File: src/rtl/seg_scan_decoder.sv
// Receive-side decoder for a scanned 4-digit 7-segment bus: rebuilds mX/mU/sX/sU BCD digits.
// Optional build macro SEG_DECODE_HEX_EN adds A-F glyphs to the decode table.
module seg_scan_decoder #(
  parameter int STABLE_CYCLES  = 4,
  parameter int TIMEOUT_CYCLES = 1000000,
  parameter bit SEG_ACTIVE_LOW = 1'b1,
  parameter bit SEL_ACTIVE_LOW = 1'b1
) (
  input  logic       clk,
  input  logic       reset,
  input  logic [7:0] shape,
  input  logic [3:0] choose_light_sig,
  output logic [3:0] mX,
  output logic [3:0] mU,
  output logic [3:0] sX,
  output logic [3:0] sU,
  output logic       frame_valid,
  output logic       frame_err,
  output logic       signal_lost
);

  localparam int CW = $clog2(STABLE_CYCLES + 1);
  localparam int TW = ($clog2(TIMEOUT_CYCLES + 1) > 20) ? $clog2(TIMEOUT_CYCLES + 1) : 20;
  localparam logic [CW-1:0] STABLE_C = CW'(STABLE_CYCLES);
  localparam logic [TW-1:0] TIMEOUT_C = TW'(TIMEOUT_CYCLES);

  typedef enum logic [1:0] {S_IDLE, S_DWELL, S_CAPTURED} state_t;

  state_t        state_q, state_d;
  logic [6:0]    shape_q;
  logic [3:0]    sel_q;
  logic [6:0]    seg_n, prev_seg_q;
  logic [3:0]    sel_n, prev_sel_q;
  logic [CW-1:0] cnt_q, cnt_d;
  logic [3:0]    bitmap_q, bitmap_d;
  logic [3:0]    slot_val_q [4];
  logic [3:0]    slot_err_q;
  logic [TW-1:0] to_cnt_q;
  logic          sel_valid, same, capture, frame_done;
  logic [3:0]    dec_val;
  logic          dec_err;
  logic          unused_dp;

  assign unused_dp = shape[7];

  assign seg_n      = SEG_ACTIVE_LOW ? ~shape_q : shape_q;
  assign sel_n      = SEL_ACTIVE_LOW ? ~sel_q : sel_q;
  assign sel_valid  = (sel_n != 4'd0) && ((sel_n & (sel_n - 4'd1)) == 4'd0);
  assign same       = (sel_n == prev_sel_q) && (seg_n == prev_seg_q);
  assign frame_done = (bitmap_q == 4'hF);

  always_comb begin
    dec_err = 1'b0;
    case (seg_n)
      7'h3F: dec_val = 4'h0;
      7'h06: dec_val = 4'h1;
      7'h5B: dec_val = 4'h2;
      7'h4F: dec_val = 4'h3;
      7'h66: dec_val = 4'h4;
      7'h6D: dec_val = 4'h5;
      7'h7D: dec_val = 4'h6;
      7'h07: dec_val = 4'h7;
      7'h7F: dec_val = 4'h8;
      7'h6F: dec_val = 4'h9;
`ifdef SEG_DECODE_HEX_EN
      7'h77: dec_val = 4'hA;
      7'h7C: dec_val = 4'hB;
      7'h39: dec_val = 4'hC;
      7'h5E: dec_val = 4'hD;
      7'h79: dec_val = 4'hE;
      7'h71: dec_val = 4'hF;
`endif
      default: begin
        dec_val = 4'hF;
        dec_err = 1'b1;
      end
    endcase
  end

  // Dwell decision: a held glyph is captured once, on the edge its count hits STABLE_CYCLES.
  always_comb begin
    state_d = state_q;
    cnt_d   = cnt_q;
    capture = 1'b0;
    if (!sel_valid) begin
      state_d = S_IDLE;
      cnt_d   = '0;
    end else if (!(state_q == S_CAPTURED && same)) begin
      cnt_d = (state_q == S_DWELL && same) ? cnt_q + CW'(1) : CW'(1);
      if (cnt_d == STABLE_C) begin
        capture = 1'b1;
        state_d = S_CAPTURED;
      end else begin
        state_d = S_DWELL;
      end
    end
  end

  always_comb begin
    bitmap_d = frame_done ? 4'h0 : bitmap_q;
    if (capture) bitmap_d = bitmap_d | sel_n;
  end

  always_ff @(posedge clk) begin
    if (reset) begin
      shape_q     <= '0;
      sel_q       <= '0;
      prev_seg_q  <= '0;
      prev_sel_q  <= '0;
      state_q     <= S_IDLE;
      cnt_q       <= '0;
      bitmap_q    <= '0;
      slot_err_q  <= '0;
      for (int i = 0; i < 4; i++) slot_val_q[i] <= '0;
      mX          <= '0;
      mU          <= '0;
      sX          <= '0;
      sU          <= '0;
      frame_valid <= 1'b0;
      frame_err   <= 1'b0;
      signal_lost <= 1'b0;
      to_cnt_q    <= '0;
    end else begin
      shape_q    <= shape[6:0];
      sel_q      <= choose_light_sig;
      prev_seg_q <= seg_n;
      prev_sel_q <= sel_n;
      state_q    <= state_d;
      cnt_q      <= cnt_d;
      bitmap_q   <= bitmap_d;
      for (int i = 0; i < 4; i++) begin
        if (capture && sel_n[i]) begin
          slot_val_q[i] <= dec_val;
          slot_err_q[i] <= dec_err;
        end
      end
      frame_valid <= frame_done;
      if (frame_done) begin
        mX          <= slot_val_q[3];
        mU          <= slot_val_q[2];
        sX          <= slot_val_q[1];
        sU          <= slot_val_q[0];
        frame_err   <= |slot_err_q;
        to_cnt_q    <= '0;
        signal_lost <= 1'b0;
      end else begin
        if (to_cnt_q != {TW{1'b1}}) to_cnt_q <= to_cnt_q + TW'(1);
        if (to_cnt_q + TW'(1) >= TIMEOUT_C) signal_lost <= 1'b1;
      end
    end
  end

endmodule
File: config.mk
export PLATFORM = sky130hd
export DESIGN_NAME = seg_scan_decoder
export DESIGN_NICKNAME = d
export VERILOG_FILES = /design/src/rtl/seg_scan_decoder.sv
export SDC_FILE = /design/constraint.sdc
export NUM_CORES = 1
export LEC_CHECK = 0
export BUFFER_PORTS_ARGS = -buffer_cell sky130_fd_sc_hd__buf_2
export CORE_MARGIN = 2
export CORE_UTILIZATION = 35
export DETAILED_ROUTE_END_ITERATION = 7
export PLACE_DENSITY = 0.58
export SLEW_MARGIN = 20
export SYNTH_ARGS = -nofsm -noshare
export SYNTH_HDL_FRONTEND = slang
export SYNTH_SLANG_ARGS = --single-unit
File: constraint.sdc
create_clock -name clk -period 3 [get_ports clk]
set_clock_uncertainty 0.15 [all_clocks]
set_input_delay 0.6 -clock clk [delete_from_list [all_inputs] [get_ports clk]]
set_output_delay 0.6 -clock clk [all_outputs]
set_load 0.02 [all_outputs]
Yosys cells after proc, flatten, opt, wreduce, memory -nomap -nowiden
Memory sizes are Yosys's and may differ from the RTL's. A register that Yosys moved wholly into a read port is not among the register bits.
Cells that the tools add are included.
{"block": "word_totals", "register_bits": 58, "in_bits": 14, "word_cells": 87, "mem_count": 1, "ramBits": 16, "out_inout_bits": 19}
{"name": "slot_val_q", "words": 4, "width": 4, "read_ports": 4, "rd_ports_with_merged_regs": 4, "wr": 4, "line": "36", "source": "logic [3:0] slot_val_q [4];"}
{"block": "classes", "magnitude_cmp": 1, "addsub": 3, "n_reduce_logical": 14, "n_eq_ne": 17, "n_mux": 27, "n_bitwise": 9}
{"op": "$eq 7x7->1 const B", "n": 7}
{"op": "$pmux 4 s10", "n": 1}
{"op": "$mux 4", "n": 6}
{"op": "$add 20x1->20 const B", "n": 1}
{"op": "$ge 20x20->1 const B", "n": 1}
{"op": "$ne 20x20->1 const B", "n": 1}
{"op": "$mux 1", "n": 18}
{"op": "$eq 7x3->1 const B", "n": 2}
{"op": "$reduce_or 10->1", "n": 1}
{"op": "$logic_and 1x1->1", "n": 8}
{"op": "$eq 7x6->1 const B", "n": 1}
{"op": "$eq 7x7->1", "n": 1}
{"op": "$not 7->7", "n": 1}
{"op": "$and 4x4->4", "n": 1}
{"op": "$eq 4x4->1", "n": 1}
{"op": "$eq 4x4->1 const B", "n": 1}
{"op": "$logic_not 4->1", "n": 1}
{"op": "$not 4->4", "n": 1}
{"op": "$or 1x1->1", "n": 4}
{"op": "$or 4x4->4", "n": 1}
{"op": "$reduce_bool 4->1", "n": 1}
{"op": "$reduce_or 2->1", "n": 2}
{"op": "$reduce_or 4->1", "n": 1}
{"op": "$sub 4x1->4 const B", "n": 1}
{"op": "other kinds (7)", "n": 7}

Logic depth before layout (Yosys ltp)
{"block": "logic_depth", "depth_word": 14, "ltp_mapped": 7, "mapped_depth_nobuf": 7}

Least setup slack after synthesis
Ideal clock, no wire load.
{"block": "synth_path", "path_kind": "register to register", "startpoint": "reg to_cnt_q[0]", "endpoint": "reg signal_lost", "path_buffers": 0, "setup_ns": 0.117, "path_stages_with_launch": 8, "synth_period_minus_slack_ns": 2.132, "required_ns": 2.733, "path_slack_ns": 0.868, "t_arrival_ns": 1.864, "path_cell_list": "dfxtp_1 > ha_1 > nand4_2 > nor4_2 > xnor2_1 > a211oi_1 > or3_1 > a32o_1"}
{"block": "synth_between", "elab_chain_len": 2}
{"element": "start, declared", "line": "38", "source": "logic [TW-1:0] to_cnt_q;"}
{"element": "start signal, assigned", "line": "147", "source": "if (to_cnt_q != {TW{1'b1}}) to_cnt_q <= to_cnt_q + TW'(1);"}
{"element": "$add 20x1->20", "line": "148", "source": "if (to_cnt_q + TW'(1) >= TIMEOUT_C) signal_lost <= 1'b1;"}
{"element": "$ge 20x20->1", "line": "148"}
{"element": "end signal, assigned", "line": "121", "source": "signal_lost <= 1'b0;"}
{"element": "end signal, assigned", "line": "145", "source": "signal_lost <= 1'b0;"}
{"element": "end signal, assigned", "line": "148"}
{"element": "end, declared", "line": "19", "source": "output logic signal_lost"}
No other way between the ends.
A chain may end at the register's enable or synchronous reset.

Worst setup path in the final report
{"block": "layout_path", "startpoint": "reg to_cnt_q[0]", "endpoint": "reg to_cnt_q[3]"}
{"block": "layout_between", "elab_chain_len": 1, "elab_cells_between_ends": 2, "classes_between": "1 x add/sub; 1 x eq/ne"}
{"element": "$add 20x1->20 / $ne 20x20->1 (equally long branches)", "line": "147"}
Parallel ways exist; a longest one is shown, timed or not.

==> results.sh <==
export IMPL_required_ns=3.05
export IMPL_place_congestion=0.819
export IMPL_cts_repair_resized=0
export IMPL_setup_tns_ns=0
export IMPL_slew_headroom=0.512
export IMPL_grt_use_met2=0.204
export IMPL_worstSetupEndpointType="flop"
export IMPL_post_route_util=0.411
export IMPL_preCtsSetupSlack_ns=0.550
export IMPL_p_leak_nw=1.69
export IMPL_fillers=1097
export IMPL_layout_worst_path_cycle_share=0.808
export IMPL_synth_simple_area_share=0.291
export IMPL_max_cap_violations=0
export IMPL_antenna_left=0
export IMPL_drc=0
export IMPL_ys_seq_area_frac=0.492
export IMPL_n_antenna_cell=0
export IMPL_clock_sinks=90
export IMPL_clk_insertion_delay_late_ns=0.34
export IMPL_synthesis_nets=441
export IMPL_port_buffers=31
export IMPL_htreeDepth=3
export IMPL_grt_max_degree=30
export IMPL_synth_compound_area_frac=0.0841
export IMPL_cts_max_path_buffers=2
export IMPL_final_cell_mix="dfxtp_1 (74), nand2_1 (58), nor2_1 (53)"
export IMPL_synth_xor_area_frac=0.0681
export IMPL_min_period_ns=2.42
export IMPL_worst_slack_ns=0.576
export IMPL_path_clk_slew_ns=0.06
export IMPL_worstSetupStartpointType="flop"
export IMPL_cts_tree="yes"
export IMPL_grt_util_met1=0.173
export IMPL_nets=464
export IMPL_avgSynthCellArea_um2=9.40
export IMPL_setup_violations_final=0
export IMPL_cp_arrival_ns=2.47
export IMPL_gr_usage_met3=0.0355
export IMPL_die_h_um=111
export IMPL_grt_pass1_vias=2809
export IMPL_synthAdderAreaFrac=0.00941
export IMPL_final_common_cell="dfxtp_1"
export IMPL_synth_distinct_cells=56
export IMPL_grtUsageTotal=0.131
export IMPL_power_density_nw_per_um2=546
export IMPL_worst_pin_slew_ns=0.733
export IMPL_grt_pass1_wl_um=13200
export IMPL_slew_viol_final=0
export IMPL_multi_input_area_um2=1880
export IMPL_drt_iter0_markers=183
export IMPL_synth_cells=424
export IMPL_clockRootBuffer="clkbuf_16"
export IMPL_dpl_cell_area_um2=4230
export IMPL_fmax_ghz=0.412
export IMPL_dpl_hpwl_um=5380
export IMPL_rsz0062_at_grt="no"
export IMPL_die_area_um2=12300
export IMPL_synth_area_um2=3990
export IMPL_ys_ff_latch=90
export IMPL_area_growth_pct=13.1
export IMPL_path_max_fanout=12
export IMPL_detail_route_wl_per_cell_um=12.7
export IMPL_fp_dieW_um=111
export IMPL_hold_buffers=0
export IMPL_ioPinCount=33
export IMPL_synth_mux_area_frac=0.0201
export IMPL_critical_path_class="flop to flop"
export IMPL_cts_buffers=9
export IMPL_rows=38
export IMPL_via_count=2879
export IMPL_synth_warnings=0
export IMPL_final_hold_viol_count=0
export IMPL_start_util=0.363
export IMPL_routed_wirelength_um=7540
export IMPL_antenna_found_initial=0
export IMPL_hold_path_class="flop to flop"
export IMPL_ff_latch_area_um2=1960
export IMPL_postCtsSetupBuffers=0
export IMPL_first_pass_iters=4
export IMPL_drive_gt1_frac=0.166
export IMPL_outcome="finished, final reports clean"
export IMPL_synth_top_family_by_area="simple AND/OR/NAND/NOR gates"
export IMPL_ir_worst_vdd_uv=247
export IMPL_core_um2=11000
export IMPL_fin_area_um2=4510
export IMPL_top_usage_layer="met2"
export IMPL_gr_total_overflow=0
export IMPL_via_per_inst=4.86
[cell families after synthesis]
logic type / after synthesis
buf+inv: 28
mux: 8
compound gates: 57
flops: 90
simple gates: 207
fa+ha+maj: 3
xor+xnor: 31
[final cells by class]
cell class / count / area share
clock buffer: 10 / 0.0530
tap: 140 / 0.0388
inverter: 4 / 0.00333
sequential: 90 / 0.435
timing repair buffer: 36 / 0.0427
clock inverter: 6 / 0.00916
multi-input combinational: 306 / 0.418
[registers in the layout, indices dropped and copies added, names as in the netlist]
name and cells:
prev_seg_q 7, signal_lost 1, cnt_q 3, mU 4
shape_q 7, frame_err 1, to_cnt_q 20, bitmap_q 4
prev_sel_q 4, mX 4, frame_valid 1, sU 4
state_q 2, sX 4, slot_val_q 16, slot_err_q 4
sel_q 4
[metrics by stage]
stage	power, W	cells	hold WS [ns]
6_report	0.00246	592	0.299
5_1_grt	0.00256	592	0.323
4_1_cts	0.00249	592	0.303
3_5_place_dp	0.00144	576	0.294
3_3_place_gp	0.00143	576	0.292
2_1_floorplan	0.00141	424	0.281
[synthesized netlist by cell type (all sizes together)]
library cell	instances	area (um^2)
nor2b	16	100
or3	3	20.0
and4	3	26.3
o2111ai	1	8.76
ha	3	37.5
and4b	1	10.0
nand2b	11	98.8
clkbuf	12	45.0
and4bb	1	16.3
o2bb2ai	1	8.76
mux2i	8	80.1
nand3b	2	15.0
and3	3	18.8
and2	3	18.8
a211oi	2	20.0
nand2	59	224
dfxtp	74	1480
a31oi	3	18.8
a32o	1	10.0
nor3b	5	37.5
o311a	1	10.0
nand4b	2	17.5
nand3	6	35.0
or2	4	25.0
nand4	11	96.3
o41ai	1	8.76
nor4	7	92.6
nand4bb	1	11.3
xor2	6	52.6
inv	4	15.0
edfxtp	16	480
o21ai	6	30.0
a22oi	2	20.0
and3b	1	8.76
buf	12	81.3
nor3	12	65.1
a21oi	38	190
nor2	54	205
nor4b	2	17.5
xnor2	25	219
a2111oi	1	10.0
[critical path: stages (launching register included)]
cell and delay, ns:
dfxtp_1 0.43, ha_1 0.23, nand4_2 0.26, nor4_4 0.33, nand4_2 0.42, nand4_1 0.26
xor2_1 0.16, nor2_1 0.05
[per-layer routing]
layer	wire (um)	vias up
met3	377	9
li1	-	1495
met1	3730	1312
met4	133	0
met2	3300	63
met5	0	-
[path summary, 6_finish.rpt]
check / end / slack [ns] / from / depth (start not counted)
worst min register to register: sU[1]$_SDFFE_PP0P_ / 0.30 / sU[1]$_SDFFE_PP0P_ / 2
worst min-delay path: sU[1]$_SDFFE_PP0P_ / 0.30 / sU[1]$_SDFFE_PP0P_ / 2
worst max-delay path: to_cnt_q[3]$_SDFFE_PP0P_ / 0.58 / to_cnt_q[0]$_SDFFE_PP0P_ / 7
worst max register to register: to_cnt_q[3]$_SDFFE_PP0P_ / 0.58 / to_cnt_q[0]$_SDFFE_PP0P_ / 7
[power breakdown]
| group | switching [W] | internal, W | leakage (nW) |
|---|---|---|---|
| clock | 0.000469 | 0.000584 | 0.133 |
| sequential | 0.0000299 | 0.00126 | 0.755 |
| combinational | 0.0000663 | 0.0000508 | 0.807 |
Power figures use the tool's default switching activity.
